===== src/rtl/stpw_pkg.sv =====
// Shared types and constants for the stopwatch control unit.
package stpw_pkg;

  // FSM state codes; 2'd3 is unused and recovers to ST_STOP.
  typedef enum logic [1:0] {
    ST_STOP  = 2'd0,
    ST_RUN   = 2'd1,
    ST_CLEAR = 2'd2
  } state_e;

  // Command after decode/arbitration.
  typedef enum logic [1:0] {
    CMD_NONE,
    CMD_RUNSTOP,
    CMD_CLEAR,
    CMD_LAP
  } cmd_e;

  // Default ASCII command characters (uppercase form).
  localparam logic [7:0] CH_RUN_DEF = 8'h52;  // 'R'
  localparam logic [7:0] CH_CLR_DEF = 8'h43;  // 'C'
  localparam logic [7:0] CH_LAP_DEF = 8'h4C;  // 'L'

  // Setting bit 5 turns an uppercase ASCII letter into its lowercase form.
  localparam logic [7:0] CASE_BIT = 8'h20;

  // True when a byte is either case of the command character.
  function automatic logic ch_match(input logic [7:0] b, input logic [7:0] ch);
    return (b == ch) || (b == (ch | CASE_BIT));
  endfunction

endpackage


===== src/rtl/stpw_ctrl_if.sv =====
// Command/status bundle between the front-end and the stopwatch control unit.
interface stpw_ctrl_if;
  logic       i_btn_runstop;
  logic       i_btn_clear;
  logic       i_rx_valid;
  logic [7:0] i_rx_data;
  logic [6:0] i_msec;
  logic [5:0] i_sec;
  logic [5:0] i_min;
  logic [4:0] i_hour;
  logic       o_run;
  logic       o_clr;
  logic [1:0] o_state;
  logic       o_cmd_err;
  logic       o_cmd_drop;
  logic       o_lap_valid;
  logic [6:0] o_lap_msec;
  logic [5:0] o_lap_sec;
  logic [5:0] o_lap_min;
  logic [4:0] o_lap_hour;

  // Control unit side.
  modport slave (
    input  i_btn_runstop, i_btn_clear, i_rx_valid, i_rx_data,
    input  i_msec, i_sec, i_min, i_hour,
    output o_run, o_clr, o_state, o_cmd_err, o_cmd_drop,
    output o_lap_valid, o_lap_msec, o_lap_sec, o_lap_min, o_lap_hour
  );

  // Front-end / datapath side.
  modport master (
    output i_btn_runstop, i_btn_clear, i_rx_valid, i_rx_data,
    output i_msec, i_sec, i_min, i_hour,
    input  o_run, o_clr, o_state, o_cmd_err, o_cmd_drop,
    input  o_lap_valid, o_lap_msec, o_lap_sec, o_lap_min, o_lap_hour
  );
endinterface


===== src/rtl/stpw_cmd_decode.sv =====
// Combinational UART byte to command decode. Case-insensitive.
// Build option STPW_LAP_EN: when undefined, the lap character is unrecognised.
module stpw_cmd_decode
  import stpw_pkg::*;
#(
  parameter logic [7:0] CH_RUN = CH_RUN_DEF,
  parameter logic [7:0] CH_CLR = CH_CLR_DEF,
  parameter logic [7:0] CH_LAP = CH_LAP_DEF
) (
  input  logic [7:0] data_i,
  output cmd_e       cmd_o,
  output logic       err_o
);

`ifndef STPW_LAP_EN
  logic unused_ch_lap;
  assign unused_ch_lap = ^CH_LAP;
`endif

  // Map byte to command; anything else flags an error.
  always_comb begin
    cmd_o = CMD_NONE;
    err_o = 1'b0;
    if (ch_match(data_i, CH_RUN)) begin
      cmd_o = CMD_RUNSTOP;
    end else if (ch_match(data_i, CH_CLR)) begin
      cmd_o = CMD_CLEAR;
`ifdef STPW_LAP_EN
    end else if (ch_match(data_i, CH_LAP)) begin
      cmd_o = CMD_LAP;
`endif
    end else begin
      err_o = 1'b1;
    end
  end

endmodule


===== src/rtl/stpw_ctrl.sv =====
// Stopwatch control unit: arbitrates button and UART commands, drives the
// datapath run/clr controls and optionally captures lap snapshots.
// Build option STPW_LAP_EN enables lap capture.
module stpw_ctrl
  import stpw_pkg::*;
#(
  parameter logic [7:0] CH_RUN = CH_RUN_DEF,
  parameter logic [7:0] CH_CLR = CH_CLR_DEF,
  parameter logic [7:0] CH_LAP = CH_LAP_DEF
) (
  input logic        clk,
  input logic        rst,
  stpw_ctrl_if.slave ctrl_io
);

  cmd_e   dec_cmd;
  logic   dec_err;
  cmd_e   cmd_sel;
  logic   err_d, drop_d;
  state_e state_q;
  logic   run_q, clr_q, cmd_err_q, cmd_drop_q;

  stpw_cmd_decode #(
    .CH_RUN (CH_RUN),
    .CH_CLR (CH_CLR),
    .CH_LAP (CH_LAP)
  ) u_decode (
    .data_i (ctrl_io.i_rx_data),
    .cmd_o  (dec_cmd),
    .err_o  (dec_err)
  );

  // Arbitration: buttons beat UART; both buttons mean clear; the clear cycle
  // swallows every command without reporting anything.
  always_comb begin
    cmd_sel = CMD_NONE;
    err_d   = 1'b0;
    drop_d  = 1'b0;
    if (ctrl_io.i_btn_runstop || ctrl_io.i_btn_clear) begin
      cmd_sel = ctrl_io.i_btn_clear ? CMD_CLEAR : CMD_RUNSTOP;
      drop_d  = ctrl_io.i_rx_valid;
    end else if (ctrl_io.i_rx_valid) begin
      cmd_sel = dec_cmd;
      err_d   = dec_err;
    end
    if (state_q == ST_CLEAR) begin
      cmd_sel = CMD_NONE;
      err_d   = 1'b0;
      drop_d  = 1'b0;
    end
  end

`ifdef STPW_LAP_EN
  logic       lap_valid_q;
  logic [6:0] lap_msec_q;
  logic [5:0] lap_sec_q;
  logic [5:0] lap_min_q;
  logic [4:0] lap_hour_q;
`else
  logic unused_time;
  assign unused_time = ^{ctrl_io.i_msec, ctrl_io.i_sec, ctrl_io.i_min, ctrl_io.i_hour};
`endif

  // FSM with registered Moore outputs, status pulses and lap registers.
  always_ff @(posedge clk) begin
    if (rst) begin
      state_q    <= ST_STOP;
      run_q      <= 1'b0;
      clr_q      <= 1'b0;
      cmd_err_q  <= 1'b0;
      cmd_drop_q <= 1'b0;
`ifdef STPW_LAP_EN
      lap_valid_q <= 1'b0;
      lap_msec_q  <= '0;
      lap_sec_q   <= '0;
      lap_min_q   <= '0;
      lap_hour_q  <= '0;
`endif
    end else begin
      cmd_err_q  <= err_d;
      cmd_drop_q <= drop_d;
`ifdef STPW_LAP_EN
      lap_valid_q <= 1'b0;
`endif
      case (state_q)
        ST_STOP: begin
          if (cmd_sel == CMD_RUNSTOP) begin
            state_q <= ST_RUN;
            run_q   <= 1'b1;
          end else if (cmd_sel == CMD_CLEAR) begin
            state_q <= ST_CLEAR;
            clr_q   <= 1'b1;
`ifdef STPW_LAP_EN
            lap_msec_q <= '0;
            lap_sec_q  <= '0;
            lap_min_q  <= '0;
            lap_hour_q <= '0;
`endif
          end
        end
        ST_RUN: begin
          if (cmd_sel == CMD_RUNSTOP) begin
            state_q <= ST_STOP;
            run_q   <= 1'b0;
`ifdef STPW_LAP_EN
          end else if (cmd_sel == CMD_LAP) begin
            lap_valid_q <= 1'b1;
            lap_msec_q  <= ctrl_io.i_msec;
            lap_sec_q   <= ctrl_io.i_sec;
            lap_min_q   <= ctrl_io.i_min;
            lap_hour_q  <= ctrl_io.i_hour;
`endif
          end
        end
        ST_CLEAR: begin
          state_q <= ST_STOP;
          clr_q   <= 1'b0;
        end
        default: begin
          state_q <= ST_STOP;
          run_q   <= 1'b0;
          clr_q   <= 1'b0;
        end
      endcase
    end
  end

  assign ctrl_io.o_run      = run_q;
  assign ctrl_io.o_clr      = clr_q;
  assign ctrl_io.o_state    = state_q;
  assign ctrl_io.o_cmd_err  = cmd_err_q;
  assign ctrl_io.o_cmd_drop = cmd_drop_q;

`ifdef STPW_LAP_EN
  assign ctrl_io.o_lap_valid = lap_valid_q;
  assign ctrl_io.o_lap_msec  = lap_msec_q;
  assign ctrl_io.o_lap_sec   = lap_sec_q;
  assign ctrl_io.o_lap_min   = lap_min_q;
  assign ctrl_io.o_lap_hour  = lap_hour_q;
`else
  assign ctrl_io.o_lap_valid = 1'b0;
  assign ctrl_io.o_lap_msec  = '0;
  assign ctrl_io.o_lap_sec   = '0;
  assign ctrl_io.o_lap_min   = '0;
  assign ctrl_io.o_lap_hour  = '0;
`endif

endmodule


===== src/flat_wrapper.sv =====
// flat-port wrapper written by rule: the top's interface ports become plain ports
module stpw_ctrl_flat import stpw_pkg::*;
#(
  parameter logic [7:0] CH_RUN = CH_RUN_DEF,
  parameter logic [7:0] CH_CLR = CH_CLR_DEF,
  parameter logic [7:0] CH_LAP = CH_LAP_DEF
)
  (clk, rst, ctrl_io_i_btn_runstop, ctrl_io_i_btn_clear, ctrl_io_i_rx_valid, ctrl_io_i_rx_data, ctrl_io_i_msec, ctrl_io_i_sec, ctrl_io_i_min, ctrl_io_i_hour, ctrl_io_o_run, ctrl_io_o_clr, ctrl_io_o_state, ctrl_io_o_cmd_err, ctrl_io_o_cmd_drop, ctrl_io_o_lap_valid, ctrl_io_o_lap_msec, ctrl_io_o_lap_sec, ctrl_io_o_lap_min, ctrl_io_o_lap_hour);
  stpw_ctrl_if ctrl_io_i ();
  input logic clk;
  input logic rst;
  input wire logic [$bits(ctrl_io_i.i_btn_runstop)-1:0] ctrl_io_i_btn_runstop;
  input wire logic [$bits(ctrl_io_i.i_btn_clear)-1:0] ctrl_io_i_btn_clear;
  input wire logic [$bits(ctrl_io_i.i_rx_valid)-1:0] ctrl_io_i_rx_valid;
  input wire logic [$bits(ctrl_io_i.i_rx_data)-1:0] ctrl_io_i_rx_data;
  input wire logic [$bits(ctrl_io_i.i_msec)-1:0] ctrl_io_i_msec;
  input wire logic [$bits(ctrl_io_i.i_sec)-1:0] ctrl_io_i_sec;
  input wire logic [$bits(ctrl_io_i.i_min)-1:0] ctrl_io_i_min;
  input wire logic [$bits(ctrl_io_i.i_hour)-1:0] ctrl_io_i_hour;
  output wire logic [$bits(ctrl_io_i.o_run)-1:0] ctrl_io_o_run;
  output wire logic [$bits(ctrl_io_i.o_clr)-1:0] ctrl_io_o_clr;
  output wire logic [$bits(ctrl_io_i.o_state)-1:0] ctrl_io_o_state;
  output wire logic [$bits(ctrl_io_i.o_cmd_err)-1:0] ctrl_io_o_cmd_err;
  output wire logic [$bits(ctrl_io_i.o_cmd_drop)-1:0] ctrl_io_o_cmd_drop;
  output wire logic [$bits(ctrl_io_i.o_lap_valid)-1:0] ctrl_io_o_lap_valid;
  output wire logic [$bits(ctrl_io_i.o_lap_msec)-1:0] ctrl_io_o_lap_msec;
  output wire logic [$bits(ctrl_io_i.o_lap_sec)-1:0] ctrl_io_o_lap_sec;
  output wire logic [$bits(ctrl_io_i.o_lap_min)-1:0] ctrl_io_o_lap_min;
  output wire logic [$bits(ctrl_io_i.o_lap_hour)-1:0] ctrl_io_o_lap_hour;
  assign ctrl_io_i.i_btn_runstop = ctrl_io_i_btn_runstop;
  assign ctrl_io_i.i_btn_clear = ctrl_io_i_btn_clear;
  assign ctrl_io_i.i_rx_valid = ctrl_io_i_rx_valid;
  assign ctrl_io_i.i_rx_data = ctrl_io_i_rx_data;
  assign ctrl_io_i.i_msec = ctrl_io_i_msec;
  assign ctrl_io_i.i_sec = ctrl_io_i_sec;
  assign ctrl_io_i.i_min = ctrl_io_i_min;
  assign ctrl_io_i.i_hour = ctrl_io_i_hour;
  assign ctrl_io_o_run = ctrl_io_i.o_run;
  assign ctrl_io_o_clr = ctrl_io_i.o_clr;
  assign ctrl_io_o_state = ctrl_io_i.o_state;
  assign ctrl_io_o_cmd_err = ctrl_io_i.o_cmd_err;
  assign ctrl_io_o_cmd_drop = ctrl_io_i.o_cmd_drop;
  assign ctrl_io_o_lap_valid = ctrl_io_i.o_lap_valid;
  assign ctrl_io_o_lap_msec = ctrl_io_i.o_lap_msec;
  assign ctrl_io_o_lap_sec = ctrl_io_i.o_lap_sec;
  assign ctrl_io_o_lap_min = ctrl_io_i.o_lap_min;
  assign ctrl_io_o_lap_hour = ctrl_io_i.o_lap_hour;
  stpw_ctrl #(.CH_RUN(CH_RUN), .CH_CLR(CH_CLR), .CH_LAP(CH_LAP)) u_core (.clk(clk), .rst(rst), .ctrl_io(ctrl_io_i));
endmodule

===== config.mk =====
export PLATFORM = sky130hd
export DESIGN_NAME = stpw_ctrl_flat
export DESIGN_NICKNAME = d
export VERILOG_FILES = /design/src/rtl/stpw_pkg.sv /design/src/rtl/stpw_ctrl_if.sv /design/src/rtl/stpw_cmd_decode.sv /design/src/rtl/stpw_ctrl.sv /design/src/flat_wrapper.sv
export SDC_FILE = /design/constraint.sdc
export NUM_CORES = 1
export LEC_CHECK = 0
export ABC_AREA = 1
export CAP_MARGIN = 20
export CORE_UTILIZATION = 26
export CTS_BUF_LIST = sky130_fd_sc_hd__clkbuf_16
export DETAILED_ROUTE_END_ITERATION = 8
export PLACE_DENSITY = 0.85
export SETUP_SLACK_MARGIN = 0.02
export SLEW_MARGIN = 10
export SYNTH_ARGS = -nofsm -noshare
export SYNTH_HDL_FRONTEND = slang
export SYNTH_SLANG_ARGS = --single-unit

===== constraint.sdc =====
create_clock -name clk -period 1.4 [get_ports clk]
set_clock_uncertainty 0.05 [all_clocks]
set_input_delay 0.28 -clock clk [delete_from_list [all_inputs] [get_ports clk]]
set_output_delay 0.28 -clock clk [all_outputs]
set_load 0.01 [all_outputs]

==> results of run 1 <==
==> cell families after synthesis <==
kind of cell	after synthesis	share of synthesized area [%]
compound gates	6	5.80
buf+inv	35	43.5
flops	6	23.2
other cells	1	0.724
simple gates	24	26.8
==> repair_timing <==
action | 4_1_cts | 5_1_grt
pin swaps | 0 | 1
setup endpoints to repair | 5 | 2
resized for setup | 5 | 1
==> power groups by stage <==
stage | Sequential (mW) | Combinational [mW] | Clock [mW]
final | 0.189 | 0.140 | 0.456
after detailed placement | 0.191 | 0.145 | 0
after CTS | 0.189 | 0.140 | 0.462
after global placement | 0.191 | 0.141 | 0
after floorplan | 0.198 | 0.121 | 0
after global routing | 0.190 | 0.157 | 0.477
==> how the worst min path moves through the flow <==
stage,start,to,slack (ns),cells after the start
floorplan,rst,u_core.ctrl_io.o_run,0.30,1
global placement,u_core.ctrl_io.o_run,u_core.ctrl_io.o_run,0.42,2
detailed placement,u_core.ctrl_io.o_run,u_core.ctrl_io.o_run,0.44,2
CTS,u_core.ctrl_io.o_run,u_core.ctrl_io.o_run,0.44,2
global route,u_core.ctrl_io.o_run,u_core.ctrl_io.o_run,0.47,2
finish,u_core.ctrl_io.o_run,u_core.ctrl_io.o_run,0.44,2
==> registers in the layout, summed over array words and instances, names as in the netlist <==
name / cells
u_core.ctrl_io.o_state: 2
u_core.ctrl_io.o_clr: 1
u_core.ctrl_io.o_cmd_drop: 1
u_core.ctrl_io.o_cmd_err: 1
u_core.ctrl_io.o_run: 1
==> worst reg2reg max path: cells and delay by family (launching register included) <==
| family | cells | cell delay [ns] |
|---|---|---|
| and+or+nand+nor | 4 | 0.35 |
| DFF | 1 | 0.30 |
| buffers and inverters | 1 | 0.14 |
| AOI/OAI and AO/OA | 1 | 0.13 |
==> cell usage in the layout, fill, tap and decap left out <==
cell type | netlist | layout
clkbuf_16 | 0 | 3
nand4_2 | 1 | 1
and3_1 | 1 | 1
inv_2 | 1 | 1
nand4_1 | 3 | 3
clkdlybuf4s50_1 | 0 | 11
nor3_1 | 1 | 1
inv_1 | 9 | 9
dfxtp_1 | 6 | 6
a21oi_1 | 5 | 5
conb_1 | 1 | 25
o21ai_1 | 1 | 1
nand3_1 | 4 | 4
nand2_2 | 3 | 3
nor2_4 | 1 | 1
buf_4 | 25 | 3
nor2_1 | 3 | 3
dlygate4sd2_1 | 0 | 5
nor2_2 | 1 | 1
dlymetal6s2s_1 | 0 | 1
nand3_2 | 1 | 1
nand2_1 | 5 | 5
==> Yosys cell counts <==
library cell / number
nand4_2: 1
nand2_1: 5
nor3_1: 1
o21ai_1: 1
nand3_2: 1
dfxtp_1: 6
inv_2: 1
nand4_1: 3
conb_1: 1
inv_1: 9
nand2_2: 3
buf_4: 25
a21oi_1: 5
nand3_1: 4
nor2_4: 1
nor2_1: 3
nor2_2: 1
and3_1: 1
==> area by class of cell <==
cell class	instances	area [sq um]
well taps	25	31.3
clock buffers	3	75.1
repair buffers	20	189
multi-input cells	55	263
flip-flops and latches	6	120
fillers	188	1090
inverters	10	37.5
==> per-stage QoR <==
| stage | cells | total power, mW | cell area, sq um | setup TNS, ns |
|---|---|---|---|---|
| 6_report | 119 | 0.786 | 716 | 0 |
| 3_5_place_dp | 116 | 0.336 | 644 | -0.451 |
| 2_1_floorplan | 96 | 0.319 | 608 | 0 |
| 5_1_grt | 119 | 0.824 | 716 | 0 |
| 4_1_cts | 119 | 0.791 | 713 | 0 |
| 3_3_place_gp | 116 | 0.333 | 644 | -0.283 |
==> routing by layer <==
layer  vias up  global-route usage, %  routed length (um)
met2        25                   18.6                 469
met5         -                      0                   0
met4         0                   4.57                   0
met1       196                   10.5                 421
met3         0                   7.06                  99
li1        222                      -                   -
==> metrics.txt, run 1 <==
Final HPWL DP 805 um; crit path cell chain clkdlybuf4s50_1, nand2_1, nor2_1, nand3_2, nand2_2, nand4_2, a21oi_1; global-route usage over all layers 11.0%; total gr overflow 0; startpoint types input port; DR DRC count 0; depth of the CTS H-tree 1; # IOs 68; clk_lat worst skew 0.22 ns; Critical Path Fanout Max 3; initial antenna violation count 0; Hold Path Class reg -> reg; Worst EP arrival 1.39 ns; die width 46.6 um; Ys Warns 0; Max VDD drop 0.715 mV; post-synthesis cell type count 18; DR vias 443; r2r startpoint u_core.ctrl_io.o_state[0]; CTS Sinks 6; Setup CP Type in -> reg; CTS tree yes; post-route clock period utilization 91.9%; area leader, netlist buf_4; synthesized area 518 sq um; clock share of power 58.1%; Detailed Route Iter0 Violations 6; clk slew on worst S/H paths 0.03 ns; Rows 15; worst slack at placement -0.122 ns; FF+latch count, synth 6; Layout Utilization 39.7%; final hold slack 0.437 ns; CP startpoint ctrl_io_i_rx_data[1]; layout cells sized above 1 14.9%; Critical Path End u_core.ctrl_io.o_state[0]; Fin. Hold Viols 0; NumNets Final 133; RSZ-0062 raised after global routing no; Buf/Inv on CP 1; largest net degree at the start of global routing 7; CP peak stage delay 0.47 ns; register area share after synthesis 23.2%; post-route minimum period 1.29 ns; post-cts hold buffer count 0; sw frac 22.6%; Final WS setup 0.114 ns; die area 2170 sq um; Vias/cell 3.72; r2r worst-path depth 6; cells after synthesis 72; switching pwr 178 uW; deepest clock path buffer count 2; Max-Cap Viols 0; R2R Setup Slk 0.36 ns; status finished, final reports clean; Pint 608 uW; family with the most delay on the worst path buffers and inverters; Root Driver clkbuf_16; Routed Antenna Nets 0; share of the synthesized area in the top cell type 36.2%; gpl congestion 0.791; number of antenna diodes 0; DR WL/cell 8.32 um; Port Buffers 17; worst r2r dst u_core.ctrl_io.o_state[0]; pwr/cell area 1100 nW/um^2; critical path endpoint category register; Core Region 1800 sq um; final setup fails 0; Max Slew Vio Count 0; Lkg Pwr 0.388 nW; number of global-route vias before repair 424; Comb pwr share 17.8%; Layout area overhead 38.2%; Post-CTS Setup Inserts 0; DR pass1 iterations 3; Area contributors post-synth buf_4 36%, dfxtp_1 23%, inv_1 6.5%; CTS buffer count 3; final wirelength 990 um; WP depth 7; Seq pwr share 24.1%; Worst EP required 1.50 ns; Die H 46.6 um; Post-Syn Area per Cell 7.19 sq um; first-pass GRT wire length 1610 um; Initial Util 28.8%; Max Fclk 778 MHz; critical path's slowest cell clkdlybuf4s50_1
(Power assumes the default switching activity.)
==> run 2, diff against run 1 <==
--- a/config.mk
+++ b/config.mk
@@ -6,7 +6,7 @@
 export NUM_CORES = 1
 export LEC_CHECK = 0
 export ABC_AREA = 1
-export CAP_MARGIN = 20
+export CAP_MARGIN = 5
 export CORE_UTILIZATION = 26
 export CTS_BUF_LIST = sky130_fd_sc_hd__clkbuf_16
 export DETAILED_ROUTE_END_ITERATION = 8
==> constraint.sdc (replaced) <==
create_clock -name clk -period 1.4 [get_ports clk]
set_clock_uncertainty 0.05 [all_clocks]
set_input_delay 0.21 -clock clk [delete_from_list [all_inputs] [get_ports clk]]
set_output_delay 0.21 -clock clk [all_outputs]
set_load 0.01 [all_outputs]
==> run 2 against run 1 <==
Net effect: power about the same; wire length decreased by 0.81%; fmax decreased by 1.8%; die area unchanged; combinational power decreased by 3%; worst hold slack improved by 0.00099 ns; via count increased by 2.5%; flip-flop and latch count unchanged; clock-buffer cell count unchanged; cell count decreased by 1.7%; largest power group unchanged.
==> metrics.txt, run 2 (same netlist as run 1, synthesis figures left out) <==
crit path cell chain clkdlybuf4s50_1 (was clkdlybuf4s50_1, nand2_1, nor2_1, nand3_2, nand2_2, nand4_2, a21oi_1); Final WS setup 0.0904 ns (was 0.114 ns); post-route clock period utilization 93.5% (was 91.9%); die area 2170 sq um (unchanged); Vias/cell 3.88 (was 3.72); non-filler instance count after layout 117 (was 119); most frequent cells in the layout 25 x conb_1, 13 x clkdlybuf4s50_1, 9 x inv_1, 6 x dfxtp_1 (was 25 x conb_1, 11 x clkdlybuf4s50_1, 9 x inv_1, 6 x dfxtp_1); Core Region 1800 sq um (unchanged); Die H 46.6 um (unchanged); Rows 15 (unchanged); Setup CP Type reg -> out (was in -> reg); clk_lat worst skew 0.22 ns (about the same); # IOs 68 (unchanged); Layout Utilization 39.2% (was 39.7%); family with the most delay on the worst path buffers and inverters (unchanged); Max-Cap Viols 0 (unchanged); depth of the CTS H-tree 1 (unchanged); Hold Path Class reg -> reg (unchanged); global-route usage over all layers 10.5% (was 11.0%); Max VDD drop 0.621 mV (was 0.715 mV); DR vias 454 (was 443); Worst EP required 1.14 ns (was 1.50 ns); DR WL/cell 8.39 um (was 8.32 um); CP peak stage delay 0.53 ns (was 0.47 ns); CTS tree yes (unchanged); final wirelength 982 um (was 990 um); total gr overflow 0 (unchanged); Final HPWL DP 788 um (was 805 um); clk slew on worst S/H paths 0.03 ns (about the same); gpl congestion 0.787 (was 0.791); Setup TNS 0 ns (unchanged); critical path endpoint category primary output (was register); Worst EP arrival 1.05 ns (was 1.39 ns); CTS buffer count 3 (unchanged); DR DRC count 0 (unchanged); NumNets Final 131 (was 133); number of flip-flops under the largest register name 2 (unchanged); die width 46.6 um (unchanged); Initial Util 28.8% (unchanged); Post-CTS Setup Inserts 0 (unchanged); first-pass GRT wire length 1440 um (was 1610 um); number of antenna diodes 0 (unchanged); Placed Instances 114 (was 116); Root Driver clkbuf_16 (unchanged); Buf/Inv on CP 1 (unchanged); pwr/cell area 1110 nW/um^2 (was 1100 nW/um^2); critical path's slowest cell clkdlybuf4s50_1 (unchanged); startpoint types register (was input port); status finished, final reports clean (unchanged); Detailed Route Iter0 Violations 7 (was 6); CTS Sinks 6 (unchanged); DR pass1 iterations 4 (was 3); final hold slack 0.438 ns (was 0.437 ns); layout cells sized above 1 13.0% (was 14.9%); Port Buffers 17 (unchanged); largest net degree at the start of global routing 7 (unchanged); Max Slew Vio Count 0 (unchanged); RSZ-0062 raised after global routing no (unchanged); Lkg Pwr 0.380 nW (was 0.388 nW); commonest non-fill, non-tap cell in the layout conb_1 (unchanged); Layout area overhead 36.5% (was 38.2%); number of global-route vias before repair 379 (was 424); Max Fclk 764 MHz (was 778 MHz); post-route minimum period 1.31 ns (was 1.29 ns); worst slack at placement -0.0553 ns (was -0.122 ns); Routed Antenna Nets 0 (unchanged); Fill cells 190 (was 188); deepest clock path buffer count 2 (unchanged); final setup fails 0 (unchanged); Critical Path Fanout Max 1 (was 3); Fin. Hold Viols 0 (unchanged); initial antenna violation count 0 (unchanged)
## run 2: changes by cell type in the layout (fill, tap and decap cells not counted), sizes merged
cell           delta
dlymetal6s2s      +1
buf               -2
clkdlybuf4s50     +2
dlygate4sd2       -3
## run 2: stage by stage
stage                     power [mW]  instance area, sq um
after floorplan                0.319                   608
final                          0.787                   707
after global routing           0.828                   707
after CTS                      0.799                   702
after detailed placement       0.332                   629
after global placement         0.329                   629
## run 2: path summary, 6_finish.rpt
check / startpoint / endpoint / slack, ns / cells after the start
worst max-delay path: u_core.ctrl_io.o_cmd_err / ctrl_io_o_cmd_err / 0.09 / 1
worst min-delay path: u_core.ctrl_io.o_run / u_core.ctrl_io.o_run / 0.44 / 2
worst min register to register: u_core.ctrl_io.o_run / u_core.ctrl_io.o_run / 0.44 / 2
worst max register to register: u_core.ctrl_io.o_state[1] / u_core.ctrl_io.o_run / 0.37 / 6
## run 2: power by group
group,total (mW),switching [mW],internal (mW)
logic,0.136,0.0778,0.0586
registers,0.191,0.00756,0.183
clock network,0.459,0.0931,0.366
total,0.787,0.178,0.608
## run 2: layout make-up
type,instances,area (sq um),area share (%)
clock buffer,3,75.1,10.6
timing repair buffer,18,180,25.5
inverter,10,37.5,5.31
multi-input combinational,55,263,37.2
tap,25,31.3,4.42
sequential,6,120,17.0
## run 2: layer usage
layer / share of wire (%) / track usage [%] / routed length (um) / vias to the layer above
met5: 0 / 0 / 0 / -
met4: 1.2 / 5.14 / 12 / 0
met3: 12 / 8.24 / 121 / 2
met2: 46 / 17.8 / 455 / 28
met1: 40 / 8.86 / 392 / 206
li1: - / - / - / 218
## run 2: repair_timing
action,4_1_cts,5_1_grt
setup endpoints to repair,2,2
resized for setup,2,2
hold buffers,0,0
